### src/rtl/mips_multicycle_ctrl_pkg.sv
// Shared definitions for the multicycle MIPS controller: opcodes, functs,
// state encodings and the datapath select codes.
package mips_ctrl_defs;

  localparam logic [5:0] OP_RTYPE = 6'h00;
  localparam logic [5:0] OP_J     = 6'h02;
  localparam logic [5:0] OP_JAL   = 6'h03;
  localparam logic [5:0] OP_BEQ   = 6'h04;
  localparam logic [5:0] OP_BNE   = 6'h05;
  localparam logic [5:0] OP_ADDI  = 6'h08;
  localparam logic [5:0] OP_SLTI  = 6'h0A;
  localparam logic [5:0] OP_ANDI  = 6'h0C;
  localparam logic [5:0] OP_ORI   = 6'h0D;
  localparam logic [5:0] OP_LW    = 6'h23;
  localparam logic [5:0] OP_SW    = 6'h2B;

  localparam logic [5:0] FN_ADD = 6'h20;
  localparam logic [5:0] FN_SUB = 6'h22;
  localparam logic [5:0] FN_AND = 6'h24;
  localparam logic [5:0] FN_OR  = 6'h25;
  localparam logic [5:0] FN_SLT = 6'h2A;

  typedef enum logic [3:0] {
    S_FETCH     = 4'd0,
    S_DECODE    = 4'd1,
    S_EXEC_R    = 4'd2,
    S_EXEC_I    = 4'd3,
    S_ALU_WB    = 4'd4,
    S_MEM_ADDR  = 4'd5,
    S_MEM_READ  = 4'd6,
    S_MEM_WB    = 4'd7,
    S_MEM_WRITE = 4'd8,
    S_BRANCH    = 4'd9,
    S_JUMP      = 4'd10,
    S_ILLEGAL   = 4'd11,
    S_ERR       = 4'd12
  } state_e;

  typedef enum logic [2:0] {
    ALU_ADD   = 3'd0,
    ALU_SUB   = 3'd1,
    ALU_FUNCT = 3'd2,
    ALU_AND   = 3'd3,
    ALU_OR    = 3'd4,
    ALU_SLT   = 3'd5
  } alu_op_e;

  localparam logic [1:0] PC_SRC_ALU    = 2'd0;
  localparam logic [1:0] PC_SRC_ALUOUT = 2'd1;
  localparam logic [1:0] PC_SRC_JUMP   = 2'd2;

  localparam logic [1:0] REG_DST_RT = 2'd0;
  localparam logic [1:0] REG_DST_RD = 2'd1;
  localparam logic [1:0] REG_DST_RA = 2'd2;

  localparam logic [1:0] M2R_ALUOUT = 2'd0;
  localparam logic [1:0] M2R_MDR    = 2'd1;
  localparam logic [1:0] M2R_PC     = 2'd2;

  localparam logic [1:0] SRCB_B      = 2'd0;
  localparam logic [1:0] SRCB_FOUR   = 2'd1;
  localparam logic [1:0] SRCB_IMM    = 2'd2;
  localparam logic [1:0] SRCB_IMM_SH = 2'd3;

  function automatic logic funct_supported(input logic [5:0] f);
    case (f)
      FN_ADD, FN_SUB, FN_AND, FN_OR, FN_SLT: funct_supported = 1'b1;
      default:                               funct_supported = 1'b0;
    endcase
  endfunction

endpackage

### src/rtl/mips_multicycle_ctrl_if.sv
// Controller <-> datapath/memory bundle; master is the controller side.
interface mips_multicycle_ctrl_if;
  logic [5:0] opcode;
  logic [5:0] funct;
  logic       zero;
  logic       mem_ready;
  logic       pc_we;
  logic [1:0] pc_src;
  logic       iord;
  logic       mem_rd;
  logic       mem_wr;
  logic       ir_we;
  logic       reg_we;
  logic [1:0] reg_dst;
  logic [1:0] mem_to_reg;
  logic       alu_src_a;
  logic [1:0] alu_src_b;
  logic [2:0] alu_op;
  logic [3:0] state_o;
  logic       illegal;
  logic       bus_err;

  modport master (
    input  opcode, funct, zero, mem_ready,
    output pc_we, pc_src, iord, mem_rd, mem_wr, ir_we, reg_we, reg_dst,
           mem_to_reg, alu_src_a, alu_src_b, alu_op, state_o, illegal, bus_err
  );

  modport slave (
    output opcode, funct, zero, mem_ready,
    input  pc_we, pc_src, iord, mem_rd, mem_wr, ir_we, reg_we, reg_dst,
           mem_to_reg, alu_src_a, alu_src_b, alu_op, state_o, illegal, bus_err
  );
endinterface

### src/rtl/mips_multicycle_ctrl_wait_timer.sv
// Memory wait counter: clears on state entry, counts not-ready cycles and
// flags the last allowed wait cycle. TIMEOUT_CYCLES=0 never flags.
module mips_ctrl_wait_timer #(
  parameter int TIMEOUT_CYCLES = 255
) (
  input  logic clk,
  input  logic rst,
  input  logic clr_i,
  input  logic inc_i,
  output logic timeout_o
);
  localparam int              CW   = (TIMEOUT_CYCLES < 2) ? 1 : $clog2(TIMEOUT_CYCLES);
  localparam bit              EN   = (TIMEOUT_CYCLES != 0);
  localparam logic [CW-1:0]   LAST = CW'(TIMEOUT_CYCLES - 1);

  logic [CW-1:0] cnt_q, cnt_d;

  always_comb begin
    cnt_d = cnt_q;
    if (clr_i) begin
      cnt_d = '0;
    end else if (inc_i) begin
      cnt_d = cnt_q + CW'(1);
    end else begin
      cnt_d = cnt_q;
    end
  end

  always_ff @(posedge clk) begin
    if (rst) begin
      cnt_q <= '0;
    end else begin
      cnt_q <= cnt_d;
    end
  end

  assign timeout_o = EN && (cnt_q == LAST);
endmodule

### src/rtl/mips_multicycle_ctrl.sv
// Moore controller for the multicycle MIPS datapath, one state per cycle,
// with bounded memory waits and terminal ILLEGAL/ERR states.
module mips_multicycle_ctrl
  import mips_ctrl_defs::*;
#(
  parameter int TIMEOUT_CYCLES = 255
) (
  input  logic                   clk,
  input  logic                   rst,
  mips_multicycle_ctrl_if.master bus
);
  state_e state_q, state_d;
  logic   wait_timeout;
  logic   pc_we_raw, ir_we_raw, reg_we_raw, mem_wr_raw;

  mips_ctrl_wait_timer #(.TIMEOUT_CYCLES(TIMEOUT_CYCLES)) u_timer (
    .clk       (clk),
    .rst       (rst),
    .clr_i     (state_d != state_q),
    .inc_i     (!bus.mem_ready),
    .timeout_o (wait_timeout)
  );

  always_ff @(posedge clk) begin
    if (rst) begin
      state_q <= S_FETCH;
    end else begin
      state_q <= state_d;
    end
  end

  always_comb begin
    state_d        = state_q;
    pc_we_raw      = 1'b0;
    ir_we_raw      = 1'b0;
    reg_we_raw     = 1'b0;
    mem_wr_raw     = 1'b0;
    bus.pc_src     = PC_SRC_ALU;
    bus.iord       = 1'b0;
    bus.mem_rd     = 1'b0;
    bus.reg_dst    = REG_DST_RT;
    bus.mem_to_reg = M2R_ALUOUT;
    bus.alu_src_a  = 1'b0;
    bus.alu_src_b  = SRCB_B;
    bus.alu_op     = ALU_ADD;
    case (state_q)
      S_FETCH: begin
        bus.mem_rd    = 1'b1;
        bus.alu_src_b = SRCB_FOUR;
        pc_we_raw     = bus.mem_ready;
        ir_we_raw     = bus.mem_ready;
        if (bus.mem_ready)     state_d = S_DECODE;
        else if (wait_timeout) state_d = S_ERR;
        else                   state_d = S_FETCH;
      end
      S_DECODE: begin
        bus.alu_src_b = SRCB_IMM_SH;
        case (bus.opcode)
          OP_RTYPE:                      state_d = funct_supported(bus.funct) ? S_EXEC_R : S_ILLEGAL;
          OP_LW, OP_SW:                  state_d = S_MEM_ADDR;
          OP_BEQ, OP_BNE:                state_d = S_BRANCH;
          OP_J, OP_JAL:                  state_d = S_JUMP;
          OP_ADDI, OP_ANDI, OP_ORI, OP_SLTI: state_d = S_EXEC_I;
          default:                       state_d = S_ILLEGAL;
        endcase
      end
      S_EXEC_R: begin
        bus.alu_src_a = 1'b1;
        bus.alu_op    = ALU_FUNCT;
        state_d       = S_ALU_WB;
      end
      S_EXEC_I: begin
        bus.alu_src_a = 1'b1;
        bus.alu_src_b = SRCB_IMM;
        case (bus.opcode)
          OP_ANDI: bus.alu_op = ALU_AND;
          OP_ORI:  bus.alu_op = ALU_OR;
          OP_SLTI: bus.alu_op = ALU_SLT;
          default: bus.alu_op = ALU_ADD;
        endcase
        state_d = S_ALU_WB;
      end
      S_ALU_WB: begin
        reg_we_raw  = 1'b1;
        bus.reg_dst = (bus.opcode == OP_RTYPE) ? REG_DST_RD : REG_DST_RT;
        state_d     = S_FETCH;
      end
      S_MEM_ADDR: begin
        bus.alu_src_a = 1'b1;
        bus.alu_src_b = SRCB_IMM;
        state_d       = (bus.opcode == OP_LW) ? S_MEM_READ : S_MEM_WRITE;
      end
      S_MEM_READ: begin
        bus.iord   = 1'b1;
        bus.mem_rd = 1'b1;
        if (bus.mem_ready)     state_d = S_MEM_WB;
        else if (wait_timeout) state_d = S_ERR;
        else                   state_d = S_MEM_READ;
      end
      S_MEM_WB: begin
        reg_we_raw     = 1'b1;
        bus.mem_to_reg = M2R_MDR;
        state_d        = S_FETCH;
      end
      S_MEM_WRITE: begin
        bus.iord   = 1'b1;
        mem_wr_raw = 1'b1;
        if (bus.mem_ready)     state_d = S_FETCH;
        else if (wait_timeout) state_d = S_ERR;
        else                   state_d = S_MEM_WRITE;
      end
      S_BRANCH: begin
        bus.alu_src_a = 1'b1;
        bus.alu_op    = ALU_SUB;
        bus.pc_src    = PC_SRC_ALUOUT;
        pc_we_raw     = bus.zero ^ (bus.opcode == OP_BNE);
        state_d       = S_FETCH;
      end
      S_JUMP: begin
        // PC already holds PC+4, so jal links straight from the PC
        bus.pc_src     = PC_SRC_JUMP;
        pc_we_raw      = 1'b1;
        reg_we_raw     = (bus.opcode == OP_JAL);
        bus.reg_dst    = (bus.opcode == OP_JAL) ? REG_DST_RA : REG_DST_RT;
        bus.mem_to_reg = (bus.opcode == OP_JAL) ? M2R_PC : M2R_ALUOUT;
        state_d        = S_FETCH;
      end
      S_ILLEGAL: state_d = S_ILLEGAL;
      S_ERR:     state_d = S_ERR;
      default:   state_d = S_FETCH;
    endcase
  end

  assign bus.pc_we   = pc_we_raw  && !rst;
  assign bus.ir_we   = ir_we_raw  && !rst;
  assign bus.reg_we  = reg_we_raw && !rst;
  assign bus.mem_wr  = mem_wr_raw && !rst;
  assign bus.state_o = state_q;
  assign bus.illegal = (state_q == S_ILLEGAL);
  assign bus.bus_err = (state_q == S_ERR);
endmodule

### src/flat_wrapper.sv
// flat-port wrapper written by rule: the top's interface ports become plain ports
module mips_multicycle_ctrl_flat import mips_ctrl_defs::*;
#(
  parameter int TIMEOUT_CYCLES = 255
)
  (clk, rst, bus_opcode, bus_funct, bus_zero, bus_mem_ready, bus_pc_we, bus_pc_src, bus_iord, bus_mem_rd, bus_mem_wr, bus_ir_we, bus_reg_we, bus_reg_dst, bus_mem_to_reg, bus_alu_src_a, bus_alu_src_b, bus_alu_op, bus_state_o, bus_illegal, bus_bus_err);
  mips_multicycle_ctrl_if bus_i ();
  input  logic clk;
  input  logic rst;
  input wire logic [$bits(bus_i.opcode)-1:0] bus_opcode;
  input wire logic [$bits(bus_i.funct)-1:0] bus_funct;
  input wire logic [$bits(bus_i.zero)-1:0] bus_zero;
  input wire logic [$bits(bus_i.mem_ready)-1:0] bus_mem_ready;
  output wire logic [$bits(bus_i.pc_we)-1:0] bus_pc_we;
  output wire logic [$bits(bus_i.pc_src)-1:0] bus_pc_src;
  output wire logic [$bits(bus_i.iord)-1:0] bus_iord;
  output wire logic [$bits(bus_i.mem_rd)-1:0] bus_mem_rd;
  output wire logic [$bits(bus_i.mem_wr)-1:0] bus_mem_wr;
  output wire logic [$bits(bus_i.ir_we)-1:0] bus_ir_we;
  output wire logic [$bits(bus_i.reg_we)-1:0] bus_reg_we;
  output wire logic [$bits(bus_i.reg_dst)-1:0] bus_reg_dst;
  output wire logic [$bits(bus_i.mem_to_reg)-1:0] bus_mem_to_reg;
  output wire logic [$bits(bus_i.alu_src_a)-1:0] bus_alu_src_a;
  output wire logic [$bits(bus_i.alu_src_b)-1:0] bus_alu_src_b;
  output wire logic [$bits(bus_i.alu_op)-1:0] bus_alu_op;
  output wire logic [$bits(bus_i.state_o)-1:0] bus_state_o;
  output wire logic [$bits(bus_i.illegal)-1:0] bus_illegal;
  output wire logic [$bits(bus_i.bus_err)-1:0] bus_bus_err;
  assign bus_i.opcode = bus_opcode;
  assign bus_i.funct = bus_funct;
  assign bus_i.zero = bus_zero;
  assign bus_i.mem_ready = bus_mem_ready;
  assign bus_pc_we = bus_i.pc_we;
  assign bus_pc_src = bus_i.pc_src;
  assign bus_iord = bus_i.iord;
  assign bus_mem_rd = bus_i.mem_rd;
  assign bus_mem_wr = bus_i.mem_wr;
  assign bus_ir_we = bus_i.ir_we;
  assign bus_reg_we = bus_i.reg_we;
  assign bus_reg_dst = bus_i.reg_dst;
  assign bus_mem_to_reg = bus_i.mem_to_reg;
  assign bus_alu_src_a = bus_i.alu_src_a;
  assign bus_alu_src_b = bus_i.alu_src_b;
  assign bus_alu_op = bus_i.alu_op;
  assign bus_state_o = bus_i.state_o;
  assign bus_illegal = bus_i.illegal;
  assign bus_bus_err = bus_i.bus_err;
  mips_multicycle_ctrl #(.TIMEOUT_CYCLES(TIMEOUT_CYCLES)) u_core (.clk(clk), .rst(rst), .bus(bus_i));
endmodule
### config.mk
export PLATFORM = sky130hd
export DESIGN_NAME = mips_multicycle_ctrl_flat
export DESIGN_NICKNAME = d
export VERILOG_FILES = /design/src/rtl/mips_multicycle_ctrl_pkg.sv /design/src/rtl/mips_multicycle_ctrl_if.sv /design/src/rtl/mips_multicycle_ctrl_wait_timer.sv /design/src/rtl/mips_multicycle_ctrl.sv /design/src/flat_wrapper.sv
export SDC_FILE = /design/constraint.sdc
export NUM_CORES = 1
export LEC_CHECK = 0
export CORE_MARGIN = 2
export CORE_UTILIZATION = 45
export DETAILED_ROUTE_END_ITERATION = 8
export PLACE_DENSITY = 0.78
export SYNTH_ARGS = -nofsm -noshare
export SYNTH_HDL_FRONTEND = slang
export SYNTH_HIERARCHICAL = 1
export SYNTH_SLANG_ARGS = --single-unit
export TNS_END_PERCENT = 5
### constraint.sdc
create_clock -name clk -period 6 [get_ports clk]
set_clock_uncertainty 0.2 [all_clocks]
set_input_delay 1.8 -clock clk [delete_from_list [all_inputs] [get_ports clk]]
set_output_delay 1.8 -clock clk [all_outputs]
set_load 0.01 [all_outputs]
==> flow_summary.json <==
{
  "dp_hpwl_um": 2825,
  "synth.area.top_cells": "dfxtp_1, nor2_1, a21oi_1",
  "setup_viol": 0,
  "multi_input_area_um2": 928.4,
  "leakage_nw": 0.6301,
  "pin_count": 40,
  "synth_edf_count": 0,
  "synth_ff_type": "dfxtp_1",
  "port-buffer-count": 39,
  "fin_crit_ns": 5.898,
  "hold_viol": 0,
  "grtUsageMet1_pct": 31.12,
  "layout_setup_ws_ns": 0.1024,
  "dieArea_mm2": 0.003299,
  "fp.dieW_um": 57.44,
  "met2_usage_pct": 37.99,
  "post-route-period-util_pct": 98.29,
  "drt_pass1_iterations": 4,
  "tightest_slew_ns": 0.8014,
  "peakVddDrop_v": 0.0001724,
  "fin_setup_tns_ns": 0,
  "core_area_mm2": 0.002734,
  "grt-ovfl-total": 0,
  "post-synth-top-count-cell": "nor2_1",
  "clkLatencyLatePin_ns": 0.27,
  "cts.root.buffer_cell": "clkbuf_4",
  "maxCapViolCount": 0,
  "end_kind": "output pin",
  "ys_seq_elements": 12,
  "power_density_mw_per_mm2": 189.2,
  "cts_buffers": 3,
  "syn_area_mm2": 0.001285,
  "syn_nets": 199,
  "ant_nets": 0,
  "grt_pass1_wl_um": 5982,
  "rsz0062_at_grt": "no",
  "p_total_mw": 0.3232,
  "diodes": 0,
  "synth_top_cell_by_area": "dfxtp_1",
  "cp.arrival_ns": 3.90,
  "slew_viol_final": 0,
  "drive_gt1_share_pct": 11.11,
  "grt_usage_pct": 22.57,
  "gp_congestion": 0.9031,
  "ys_async_sr_fraction_pct": 0,
  "cp_max_fo": 6,
  "seq_area_um2": 240.2,
  "grt_start_max_net_pins": 24,
  "cts_max_level": 1,
  "drt-vias-per-instance": 5.939,
  "core.rowCount": 19,
  "clock_sinks": 12,
  "synth.distinct_cells": 51,
  "slew_headroom_pct": 46.50,
  "drc": 0,
  "path_clk_slew_ns": 0.08,
  "nFillCells": 240,
  "dr.first_iter.drc_count": 81,
  "wl_per_cell_um": 14.47,
  "routed_wl_um": 3574,
  "nNetsFinal": 235,
  "path_class": "in -> out",
  "syn_area_per_cell_um2": 7.099,
  "die_h_um": 57.44,
  "critPathLaunchType": "input pin",
  "critical_path_required_ns": 4.00,
  "grtUsageMet3_pct": 4.308,
  "antenna_found_initial": 0,
  "dpl_worst_slack_ns": 0.1054,
  "grt.busiest_layer": "met2",
  "ys_top_cells_by_count": "nor2_1, nand2_1, a21oi_1",
  "synthCells": 181,
  "ys_seq_area_share_pct": 18.70,
  "status": "completed",
  "yosys_warnings": 6,
  "fmax_mhz": 169.6,
  "routed-via-count": 1467,
  "cts_buffer_depth": 2,
  "r2r_slack_ns": 3.37,
  "cts_tree": "built",
  "yosysTopAreaCellShare_pct": 18.70,
  "grt_pass1_vias": 1324,
  "area_growth_pct": 32.91,
  "holdCritPathClass": "reg -> reg",
  "start_util_pct": 47.00
}
## worst max-delay path, stage by stage
cell,delay (ns)
clkdlybuf4s50_1,0.44
buf_4,0.17
or3_1,0.40
or3_1,0.36
a21oi_1,0.16
clkdlybuf4s50_1,0.57
## cell type report
cell class | count | area share (%)
Tap cell | 31 | 2.271
Multi-Input combinational cell | 148 | 54.36
Clock buffer | 4 | 2.125
Timing Repair Buffer | 45 | 25.64
Sequential cell | 12 | 14.07
Inverter | 7 | 1.538
## registers in the layout (all words and copies together), names as in the netlist
signal,flops
u_core/u_timer/cnt_q,8
u_core/bus.state_o,4
## per-layer routing
| layer | up-vias | share of wire, % | wire, um |
|---|---|---|---|
| met5 | - | 0 | 0 |
| met4 | 0 | 0 | 0 |
| met3 | 0 | 6.2 | 220 |
| met2 | 47 | 50 | 1795 |
| met1 | 703 | 44 | 1559 |
| li1 | 717 | - | - |
## final timing paths
path,cells after the start,end,startpoint
worst max-delay path,6,bus_alu_op[1],bus_opcode[5]
worst min-delay path,2,u_core/u_timer/cnt_q[7]$_SDFFE_PP0P_,u_core/u_timer/cnt_q[7]$_SDFFE_PP0P_
worst max register to register,6,u_core/u_timer/cnt_q[1]$_SDFFE_PP0P_,u_core/bus.state_o[3]$_SDFF_PP0_
worst min register to register,2,u_core/u_timer/cnt_q[7]$_SDFFE_PP0P_,u_core/u_timer/cnt_q[7]$_SDFFE_PP0P_
## stage by stage
stage                     cell area [um2]  hold WS, ns  std cells  utilization (%)
after floorplan                      1285       0.2584        181                -
after CTS                            1705       0.3030        247            62.38
after global placement               1669       0.2669        243            61.05
after detailed placement             1669       0.2918        243            61.05
final                                1708       0.2997        247            62.47
after global routing                 1708       0.3208        247            62.47
## placed cells by master (no fill, tap or decap), types with 4 or more instances in the layout
cell	netlist	layout
clkdlybuf4s50_1	0	38
nor2_1	26	26
nand2_1	17	17
a21oi_1	14	14
dfxtp_1	12	12
inv_1	7	7
or3_1	7	7
o21ai_0	7	7
nor2b_1	6	6
buf_4	7	6
nand2b_1	5	5
nor3_1	5	5
a31oi_1	5	5
nand3_1	5	5
nand4_1	4	4
xor2_1	4	4
## report_power, final
group | leakage [nW] | switching (mW) | internal [mW]
registers | 0.0973 | 0.0235 | 0.0850
clock network | 0.0210 | 0.0262 | 0.0369
logic | 0.512 | 0.0731 | 0.0784
total | 0.630 | 0.123 | 0.200
## kinds of logic (layout without fill, tap and decap cells)
family,after synthesis,after routing,synth area share (%)
and+or+nand+nor,95,95,41.48
AOI/OAI and AO/OA,43,43,22.79
buffers and inverters,21,56,9.055
DFF,12,12,18.70
xor gates and xnor gates,6,6,4.090
adders and majority gates,2,2,1.947
muxes,2,2,1.947
## what timing repair did
item	CTS	global route
setup endpoints to repair	0	1
resized for setup	0	1
hold buffers	0	0
setup buffers	0	0
No activity file was read; power rests on OpenSTA's default activity.
